**src/rtl/pwm_multi_ch_pkg.sv**
```systemverilog
// Shared constants and helpers for the multi-channel PWM generator.
package pwm_pkg;

   localparam int unsigned DEF_CH    = 4;
   localparam int unsigned DEF_CNT_W = 16;

   // Output level before polarity inversion when a channel is idle (disabled).
   localparam logic IDLE_LVL = 1'b0;

   function automatic int unsigned duty_lsb(input int unsigned ch, input int unsigned w);
      return ch * w;
   endfunction

endpackage

```
**src/rtl/pwm_multi_ch_if.sv**
```systemverilog
// Control/status bundle between the register block and the PWM generator.
interface pwm_multi_ch_if
   import pwm_pkg::*;
#(
   parameter int unsigned CH    = DEF_CH,
   parameter int unsigned CNT_W = DEF_CNT_W
);
   logic                  en;
   logic [CNT_W-1:0]      period;
   logic [CH*CNT_W-1:0]   duty;
   logic                  load;
   logic [CH-1:0]         pol;
   logic [CH-1:0]         pwm_out;
   logic                  cyc_start;
   logic                  pending;

   modport master (
      output en, period, duty, load, pol,
      input  pwm_out, cyc_start, pending
   );

   modport slave (
      input  en, period, duty, load, pol,
      output pwm_out, cyc_start, pending
   );
endinterface

```
**src/rtl/pwm_multi_ch_channel.sv**
```systemverilog
// One PWM compare channel: double-buffered duty, magnitude compare, polarity, output register.
module pwm_channel
   import pwm_pkg::*;
#(
   parameter int unsigned CNT_W = DEF_CNT_W
) (
   input  logic             clk,
   input  logic             rst,
   input  logic             i_en,
   input  logic             i_load,
   input  logic             i_apply,
   input  logic             i_pending,
   input  logic [CNT_W-1:0] i_duty,
   input  logic [CNT_W-1:0] i_cnt,
   input  logic             i_pol,
   output logic             o_pwm
);
   logic [CNT_W-1:0] r_duty_pend;
   logic [CNT_W-1:0] r_duty_act;
   logic             r_pwm;
   logic             w_raw;

   assign w_raw = (i_cnt < r_duty_act);

   always_ff @(posedge clk or posedge rst) begin
      if (rst) begin
         r_duty_pend <= '0;
         r_duty_act  <= '0;
         r_pwm       <= 1'b0;
      end else begin
         // A load coinciding with an apply point bypasses the pending buffer.
         if (i_load && i_apply) begin
            r_duty_act <= i_duty;
         end else if (i_load) begin
            r_duty_pend <= i_duty;
         end else if (i_apply && i_pending) begin
            r_duty_act <= r_duty_pend;
         end
         r_pwm <= i_en ? (w_raw ^ i_pol) : (IDLE_LVL ^ i_pol);
      end
   end

   assign o_pwm = r_pwm;
endmodule

```
**src/rtl/pwm_multi_ch.sv**
```systemverilog
// Multi-channel PWM: shared period counter, double-buffered period, CH compare channels.
module pwm_multi_ch
   import pwm_pkg::*;
#(
   parameter int unsigned CH    = DEF_CH,
   parameter int unsigned CNT_W = DEF_CNT_W
) (
   input logic           clk,
   input logic           rst,
   pwm_multi_ch_if.slave bus
);
   logic [CNT_W-1:0] r_cnt;
   logic [CNT_W-1:0] r_per_act;
   logic [CNT_W-1:0] r_per_pend;
   logic             r_pending;
   logic             r_cyc_start;
   logic             w_wrap;
   logic             w_apply;
   logic [CH-1:0]    w_pwm;

   assign w_wrap  = bus.en && (r_cnt == r_per_act);
   assign w_apply = w_wrap || !bus.en;

   // cyc_start is registered from cnt==0 so it lines up with the first pwm_out cycle of a period.
   always_ff @(posedge clk or posedge rst) begin
      if (rst) begin
         r_cnt       <= '0;
         r_cyc_start <= 1'b0;
      end else begin
         r_cyc_start <= bus.en && (r_cnt == '0);
         if (!bus.en || w_wrap) r_cnt <= '0;
         else                   r_cnt <= r_cnt + CNT_W'(1);
      end
   end

   always_ff @(posedge clk or posedge rst) begin
      if (rst) begin
         r_per_act  <= '0;
         r_per_pend <= '0;
         r_pending  <= 1'b0;
      end else begin
         if (bus.load && w_apply) begin
            r_per_act <= bus.period;
            r_pending <= 1'b0;
         end else if (bus.load) begin
            r_per_pend <= bus.period;
            r_pending  <= 1'b1;
         end else if (w_apply && r_pending) begin
            r_per_act <= r_per_pend;
            r_pending <= 1'b0;
         end
      end
   end

   for (genvar g = 0; g < CH; g++) begin : g_ch
      localparam int unsigned LSB = duty_lsb(g, CNT_W);
      pwm_channel #(.CNT_W(CNT_W)) u_ch (
         .clk       (clk),
         .rst       (rst),
         .i_en      (bus.en),
         .i_load    (bus.load),
         .i_apply   (w_apply),
         .i_pending (r_pending),
         .i_duty    (bus.duty[LSB +: CNT_W]),
         .i_cnt     (r_cnt),
         .i_pol     (bus.pol[g]),
         .o_pwm     (w_pwm[g])
      );
   end

   assign bus.pwm_out   = w_pwm;
   assign bus.cyc_start = r_cyc_start;
   assign bus.pending   = r_pending;
endmodule
```
**src/flat_wrapper.sv**
```systemverilog
// flat-port wrapper written by rule: the top's interface ports become plain ports
module pwm_multi_ch_flat import pwm_pkg::*;
#(
   parameter int unsigned CH    = DEF_CH,
   parameter int unsigned CNT_W = DEF_CNT_W
)
  (clk, rst, bus_en, bus_period, bus_duty, bus_load, bus_pol, bus_pwm_out, bus_cyc_start, bus_pending);
  pwm_multi_ch_if #(.CH(CH), .CNT_W(CNT_W)) bus_i ();
  input logic clk;
  input logic rst;
  input wire logic [$bits(bus_i.en)-1:0] bus_en;
  input wire logic [$bits(bus_i.period)-1:0] bus_period;
  input wire logic [$bits(bus_i.duty)-1:0] bus_duty;
  input wire logic [$bits(bus_i.load)-1:0] bus_load;
  input wire logic [$bits(bus_i.pol)-1:0] bus_pol;
  output wire logic [$bits(bus_i.pwm_out)-1:0] bus_pwm_out;
  output wire logic [$bits(bus_i.cyc_start)-1:0] bus_cyc_start;
  output wire logic [$bits(bus_i.pending)-1:0] bus_pending;
  assign bus_i.en = bus_en;
  assign bus_i.period = bus_period;
  assign bus_i.duty = bus_duty;
  assign bus_i.load = bus_load;
  assign bus_i.pol = bus_pol;
  assign bus_pwm_out = bus_i.pwm_out;
  assign bus_cyc_start = bus_i.cyc_start;
  assign bus_pending = bus_i.pending;
  pwm_multi_ch #(.CH(CH), .CNT_W(CNT_W)) u_core (.clk(clk), .rst(rst), .bus(bus_i));
endmodule
```
**config.mk**
```make
export PLATFORM = sky130hd
export DESIGN_NAME = pwm_multi_ch_flat
export DESIGN_NICKNAME = d
export VERILOG_FILES = /design/src/rtl/pwm_multi_ch_pkg.sv /design/src/rtl/pwm_multi_ch_if.sv /design/src/rtl/pwm_multi_ch_channel.sv /design/src/rtl/pwm_multi_ch.sv /design/src/flat_wrapper.sv
export SDC_FILE = /design/constraint.sdc
export NUM_CORES = 1
export LEC_CHECK = 0
export CELL_PAD_IN_SITES_DETAIL_PLACEMENT = 0
export CELL_PAD_IN_SITES_GLOBAL_PLACEMENT = 1
export CORE_ASPECT_RATIO = 0.75
export CORE_UTILIZATION = 45
export DETAILED_ROUTE_END_ITERATION = 10
export GPL_TIMING_DRIVEN = 0
export PLACE_DENSITY_LB_ADDON = 0.1
export SLEW_MARGIN = 10
export SYNTH_ARGS = -nofsm -noshare
export SYNTH_HDL_FRONTEND = slang
export SYNTH_HIERARCHICAL = 1
export SYNTH_SLANG_ARGS = --single-unit
```
**constraint.sdc**
```tcl
create_clock -name clk -period 4.65 [get_ports clk]
set_input_delay 0.93 -clock clk [delete_from_list [all_inputs] [get_ports clk]]
set_output_delay 0.93 -clock clk [all_outputs]
set_load 0.01 [all_outputs]
```
==> summary.md, run 1 <==
| Metric | Value |
|---|---|
| Total chip power | about 4.2 mW |
| Crit Path Max Fanout | 13 |
| Clock tree buffer depth | 2 |
| Final core occ | a little over half |
| Final worst slack | roughly 0.95 ns |
| Final ANT Viol Nets | 0 |
| Critical Path RT | ~5.0 ns |
| Top post-synthesis cells by area | dfrtp_1, a22o_1, mux2_2, ha_1, nand3b_1 |
| Final setup vio count | 0 |
| Cells on worst reg2reg path | 10 |
| Synth warnings | 6 |
| Initial antenna violation count | 1 |
| Die area | 22100 µm² |
| Post-CTS setup buffers | 0 |
| Crit path time final | 3.70 ns |
| # DRC | 0 |
| Post-synthesis adder-cell area fraction | 8.01% |
| Placed cell area | 11000 µm² |
| First-pass GRT wire length | ~36000 µm |
| Clock-pin transition on the worst setup and hold timing paths | 0.07 ns |
| H-tree depth | 4 |
| Flop and latch count out of synthesis | roughly 180 |
| MaxCap Viol Count | 0 |
| Most used flip-flop cell after synthesis | dfrtp_1 |
| CP Class | register to register |
| Final hold vios | 0 |
| P&R area growth vs syn | 20.0% |
| Cell depth of the worst hold path | 1 |
| Slew at the pin closest to its max-slew limit | 0.712 ns |
| Top cell type's share of synthesized area | 47.0% |
| Largest family of logic cells by synthesized area | compound AO/OA/AOI/OAI gates |
| Core Rows | between 40 and 50 |
| PD cells | around 360 nW/µm² |
| Post-Synth XOR/XNOR Area | 3.08% |
| Outcome | completed |
| Routability cong. | 0.752 |
| Hold Path Sink | u_core/r_per_pend[9] |
| Post-Synth Simple-Gate Area | 11.4% |
| Setup tns final | 0 ns |
| Asr flop ratio synth | 100% |
| Initial DRT Pass Iterations | 4 |
| Register area share after synthesis | 47.0% |
| Initial Util | approximately 46% |
| Final Max Tran Viols | 0 |
| Leakage | between 5 and 6 nW |
| Worst Path Arrival | 4.02 ns |
| Boundary Pins | 94 |
| Compound-Gate Fraction of Synth Area | between 10% and 20% |
| Period utilization | 79.5% |
| Cell Area, Synth | roughly 9700 µm² |
| Total number of vias | approximately 6800 |
| Syn Nets | roughly 1000 |
| Number of synthesized flops with an enable pin | 0 |
| Port bufs | 93 |
| Clock Latency Late Sink | 0.44 ns |
| Hold path start | u_core/r_per_pend[9] |
| Top-count cell post-synth | dfrtp_1 |
| Flop-to-flop setup slack | 0.95 ns |
| Mux contribution to synthesized area | a little under a tenth |
| Critical Path Source Type | register |
| Wire length per cell | 17.1 µm |
| RR Startpoint | u_core/r_cnt[2] |
| Post-Layout Cell Count | 1287 |
| Post-CTS resize count | 0 |
| TritonCTS Buffers | 17 |
| Post-synth top cells | dfrtp_1, a22o_1, nand2_1 |
| VDD IR max | 238 µV |
| Worst Clk Skew | 0.0137 ns |
| Rel. slew slack | between 50% and 60% |
| # diodes | 0 |
| Die Wd | 171 µm |
| Final HPWL DP | 15500 µm |
| Worst hold margin | 0.484 ns |
| Fin area | 11600 µm² |
| Critical path capture point type | register |
| FMAX | approximately 0.27 GHz |
| Net count, final | approximately 1100 |
| Mean Syn Cell Area | 11.1 µm² |
| Synth unique cells | 40 |
| Place WS | about 0.90 ns |
| Global Route Usage Sum | between 20% and 30% |
| Vias in the first global route | 6645 |
| Die height | between 100 and 150 µm |
| Hold-fix buffers at CTS | 0 |
| Grt ovf | 0 |
| Detailed Route WL | 22100 µm |
| Root Driver | clkbuf_16 |
| RSZ-0062 raised after global routing | no |
| 1st-iter DRT viols | a little over 400 |
| CTS sink count | 182 |
| Layout cells sized above 1 | 15.7% |
| Placed insts | 1255 |
| Synth Instances | 873 |
| Vias/cell | 5.31 |
| Class of the worst hold path | register to register |
| Core area | 21100 µm² |
| R2r endpoint | u_core/g_ch[0].u_ch/r_duty_pend[14] |
| Synth area leader | dfrtp_1 |
| CTS tree | yes |
| Largest net degree at the start of global routing | 34 |
registers in the layout, indices dropped and copies added, names as in the netlist:
name                          count
u_core/bus.cyc_start              1
u_core/bus.pending                1
u_core/g_ch.u_ch/o_pwm            4
u_core/g_ch.u_ch/r_duty_act      64
u_core/g_ch.u_ch/r_duty_pend     64
u_core/r_cnt                     16
u_core/r_per_act                 16
u_core/r_per_pend                16
layout by cell type, fill, tap and decap left out, types with 5 or more instances in the layout:
master             n
dfrtp_1          182
a22o_1            96
clkdlybuf4s50_1   93
nand2_1           84
mux2_2            70
inv_1             64
ha_1              62
nand3b_1          47
xnor2_1           26
clkbuf_1          22
buf_2             22
o21ai_0           19
nor2_1            19
clkbuf_16         17
nand2b_1          16
a21oi_1           16
a2bb2oi_1         15
nand4_1           12
mux2_1            10
xor2_1             8
nand3_1            8
and3_1             7
buf_4              6
inv_6              5
buf_6              5
o21a_1             5
nor3_1             5
inv_2              5
how the worst max path moves through the flow:
stage | slack, ns | startpoint | to | cells past startpoint
floorplan | 1.92 | u_core/r_cnt[2] | u_core/g_ch[0].u_ch/r_duty_pend[0] | 10
global placement | 0.92 | bus_en | u_core/g_ch[1].u_ch/r_duty_pend[13] | 8
detailed placement | 0.90 | bus_en | u_core/g_ch[1].u_ch/r_duty_pend[0] | 8
CTS | 0.92 | u_core/r_cnt[2] | u_core/g_ch[0].u_ch/r_duty_pend[14] | 10
global route | 0.75 | u_core/r_cnt[2] | u_core/g_ch[0].u_ch/r_duty_pend[11] | 10
finish | 0.95 | u_core/r_cnt[2] | u_core/g_ch[0].u_ch/r_duty_pend[14] | 10
kinds of logic after synthesis:
kind of cell | after synthesis
adder cells (fa/ha/maj) | 62
AND/OR/NAND/NOR | 209
XOR/XNOR | 34
AO/OA/AOI/OAI | 182
buffers and inverters | 124
multiplexers | 80
flip-flops | 182
worst max-delay path: stages (launching register included):
cell	delay, ns
dfrtp_1	0.60
buf_2	0.28
xnor2_1	0.15
nand4_1	0.17
o41ai_4	0.56
clkbuf_1	0.61
buf_2	0.33
nand2b_1	0.12
buf_2	0.21
buf_6	0.19
mux2_2	0.35
where the power goes:
part,internal [mW],switching [mW]
Combinational,0.394,0.317
Sequential,1.79,0.123
Clock,0.884,0.651
Total,3.07,1.09
routing by layer:
metal,global-route usage [%],share of wire [%],vias up
met5,0,0,-
met2,31.3,43,99
met4,4.52,0.77,0
li1,-,-,3355
met1,32.6,53,3362
met3,4.70,3.7,14
cell type report:
| type | instances | area (µm²) |
|---|---|---|
| Buffer | 55 | 294 |
| Clock buffer | 20 | 457 |
| Inverter | 69 | 259 |
| Clock inverter | 12 | 164 |
| Fill cell | 1925 | 9510 |
| Sequential cell | 182 | 4550 |
| Tap cell | 288 | 360 |
| Multi-Input combinational cell | 567 | 4580 |
| Timing Repair Buffer | 94 | 951 |
Power figures use the tool's default switching activity.
==> run 2: changes to the inputs <==
- clock period: 4.65 -> 3.5 ns (I/O delays scaled with it)
==> run 2 against run 1 <==
  * Worst hold slack got worse by 0.00091 ns
  * Largest power group unchanged
  * Total power increased by 33%
  * Clock skew about the same
  * Maximum frequency increased by 12%
  * Sequential power increased by 33%
  * Sequential cell count unchanged
  * Register-to-register slack got worse by 0.76 ns
  * Worst setup slack got worse by 0.76 ns
  * Highest routed layer unchanged
  * Non-clock buffer count increased by 2
  * Die area unchanged
  * Critical path type unchanged
  * Final cell count increased by 0.16%
  * Wire length increased by 0.19%
==> summary.md, run 2 (same netlist as run 1, synthesis figures left out) <==
| Metric | Value |
|---|---|
| Largest net degree at the start of global routing | 34 |
| Worst Clk Skew | 0.0135 ns |
| CP top delay family | buffers and inverters |
| Fin area | between 10000 and 15000 µm² |
| Boundary Pins | 94 |
| Cells on worst reg2reg path | 10 |
| Place WS | -0.220 ns |
| R2r endpoint | u_core/g_ch[0].u_ch/r_duty_pend[14] |
| 1st-iter DRT viols | slightly above 400 |
| Wire length per cell | 17.1 µm |
| Cell depth of the worst hold path | 1 |
| Vias in the first global route | 6638 |
| Crit path time final | about 3.3 ns |
| Port bufs | 93 |
| Slew at the pin closest to its max-slew limit | 0.707 ns |
| Period utilization | a little over nine tenths |
| Outcome | completed |
| First-pass GRT wire length | 36000 µm |
| Core area | approximately 21000 µm² |
| Routability cong. | 0.752 |
| Detailed Route WL | 22100 µm |
| Part of the power in registers | 46.0% |
| Clock-pin transition on the worst setup and hold timing paths | 0.07 ns |
| Clock Latency Late Sink | between 0.4 and 0.5 ns |
| Crit Path Max Fanout | 13 |
| Initial DRT Pass Iterations | 4 |
| Net count, final | 1138 |
| Int Pwr | 4.08 mW |
| Initial antenna violation count | 1 |
| Global Route Usage Sum | 21.5% |
| Final core occ | between 50% and 60% |
| Critical path capture point type | register |
| PD cells | 476 nW/µm² |
| Commonest non-fill, non-tap cells in the layout | dfrtp_1, a22o_1, clkdlybuf4s50_1, nand2_1, mux2_2 |
| Class of the worst hold path | register to register |
| Leakage | 5.31 nW |
| MaxCap Viol Count | 0 |
| RSZ-0062 raised after global routing | no |
| Final worst slack | ~0.19 ns |
| H-tree depth | 4 |
| Critical Path Source Type | register |
| Most common cell after layout, fill and taps aside | dfrtp_1 |
| Flop-to-flop setup slack | around 0.19 ns |
| Worst path most repeated cell | buf_2 |
| CP peak stage delay | around 0.59 ns |
| Die area | between 20000 and 25000 µm² |
| Final hold vios | 0 |
| Layout cells sized above 1 | 16.0% |
| Combinational fraction of design power | ~17% |
| Worst Path Arrival | 3.63 ns |
| CP Class | register to register |
| Fill count | 1924 |
| Grt ovf | 0 |
| Die Wd | 171 µm |
| Hold-fix buffers at CTS | 0 |
| Crit path cell chain | clkbuf_1, xnor2_1, nand4_1, o41ai_4, clkbuf_4, buf_2, nand2b_1, buf_2, buf_6, mux2_2 |
| CP max stage cell | dfrtp_1 |
| Root Driver | clkbuf_16 |
| Final setup vio count | 0 |
| Final Max Tran Viols | 0 |
| Vias/cell | approximately 5.3 |
| Rel. slew slack | between 50 and 60% |
| RR Startpoint | u_core/r_cnt[3] |
| Die height | 129 µm |
| P&R area growth vs syn | 20.1% |
| Hold path start | u_core/r_per_pend[9] |
| Net Sw Frac | 26.3% |
| CTS sink count | 182 |
| # diodes | 0 |
| VDD IR max | 317 µV |
| Total number of vias | 6853 |
| CTS tree | yes |
| TritonCTS Buffers | 17 |
| Final ANT Viol Nets | 0 |
| Largest regs | u_core/g_ch.u_ch/r_duty_act: 64 flops, u_core/g_ch.u_ch/r_duty_pend: 64 flops |
| Clk pwr share | 36.9% |
| # DRC | 0 |
| FMAX | roughly 0.3 GHz |
| Switching Power | 1.45 mW |
| Hold Path Sink | u_core/r_per_pend[9] |
| Clock tree buffer depth | 2 |
| Placed cell area | 11000 µm² |
| Worst Path Buf+Inv | 5 |
| Critical Path RT | 3.82 ns |
| Initial Util | 45.8% |
| Worst hold margin | 0.483 ns |
| Final HPWL DP | about 15000 µm |
| Core Rows | between 40 and 50 |
## run 2: changes by cell type in the layout (fill, tap and decap cells not counted), sizes merged
| cell | previous run | this run |
|---|---|---|
| buf | 35 | 37 |
## run 2: repair_timing
action,4_1_cts,5_1_grt
cloned,0,0
setup endpoints to repair,85,40
pin swaps,0,1
resized for setup,1,2
setup buffers,0,2
## run 2: cell type report
cell class	count	area (µm²)	share of cell area [%]
multi-input cells	567	4580	39.3
flip-flops and latches	182	4550	39.1
repair buffers	96	966	8.30
clock buffers	20	457	3.93
well taps	288	360	3.10
plain buffers	55	298	2.56
inverters	69	259	2.23
clock inverters	12	164	1.41
## run 2: stage by stage
stage               setup TNS, ns  std cells  power (mW)
global placement            -4.84       1254        3.51
CTS                             0       1287        5.61
global route                    0       1289        5.83
floorplan                       0        873        3.21
finish                          0       1289        5.54
detailed placement          -8.81       1255        3.54
## run 2: routing by layer
layer | routed length [µm] | global-route usage, % | vias to the layer above
met1 | 11600 | 32.7 | 3370
met4 | 170 | 4.41 | 0
met5 | 0 | 0 | -
met3 | 893 | 4.58 | 14
met2 | 9410 | 31.3 | 111
li1 | - | - | 3358
## run 2: power groups by stage
stage | logic, mW | clock network, mW | registers (mW)
after floorplan | 0.673 | 0 | 2.53
after global placement | 0.933 | 0 | 2.58
after detailed placement | 0.954 | 0 | 2.58
after CTS | 0.959 | 2.10 | 2.55
after global routing | 1.06 | 2.19 | 2.58
final | 0.948 | 2.04 | 2.55
## run 2: worst max-delay path by stage
stage / start / end / slack, ns / depth (start not counted)
2_1_floorplan: u_core/r_cnt[2] / u_core/g_ch[0].u_ch/r_duty_pend[0] / 0.77 / 10
3_3_place_gp: u_core/r_cnt[2] / u_core/g_ch[1].u_ch/r_duty_pend[13] / -0.14 / 10
3_5_place_dp: u_core/r_cnt[2] / u_core/g_ch[1].u_ch/r_duty_pend[0] / -0.22 / 10
4_1_cts: u_core/r_cnt[2] / u_core/g_ch[0].u_ch/r_duty_pend[14] / 0.02 / 10
5_1_grt: u_core/r_cnt[3] / u_core/g_ch[0].u_ch/r_duty_pend[11] / 0.04 / 10
6_report: u_core/r_cnt[3] / u_core/g_ch[0].u_ch/r_duty_pend[14] / 0.19 / 10
==> run 3: changes to the inputs <==
- HOLD_SLACK_MARGIN: unset -> 0.06
==> results of run 3 <==
The final DEF is identical to that of run 2; final timing and power are the same.
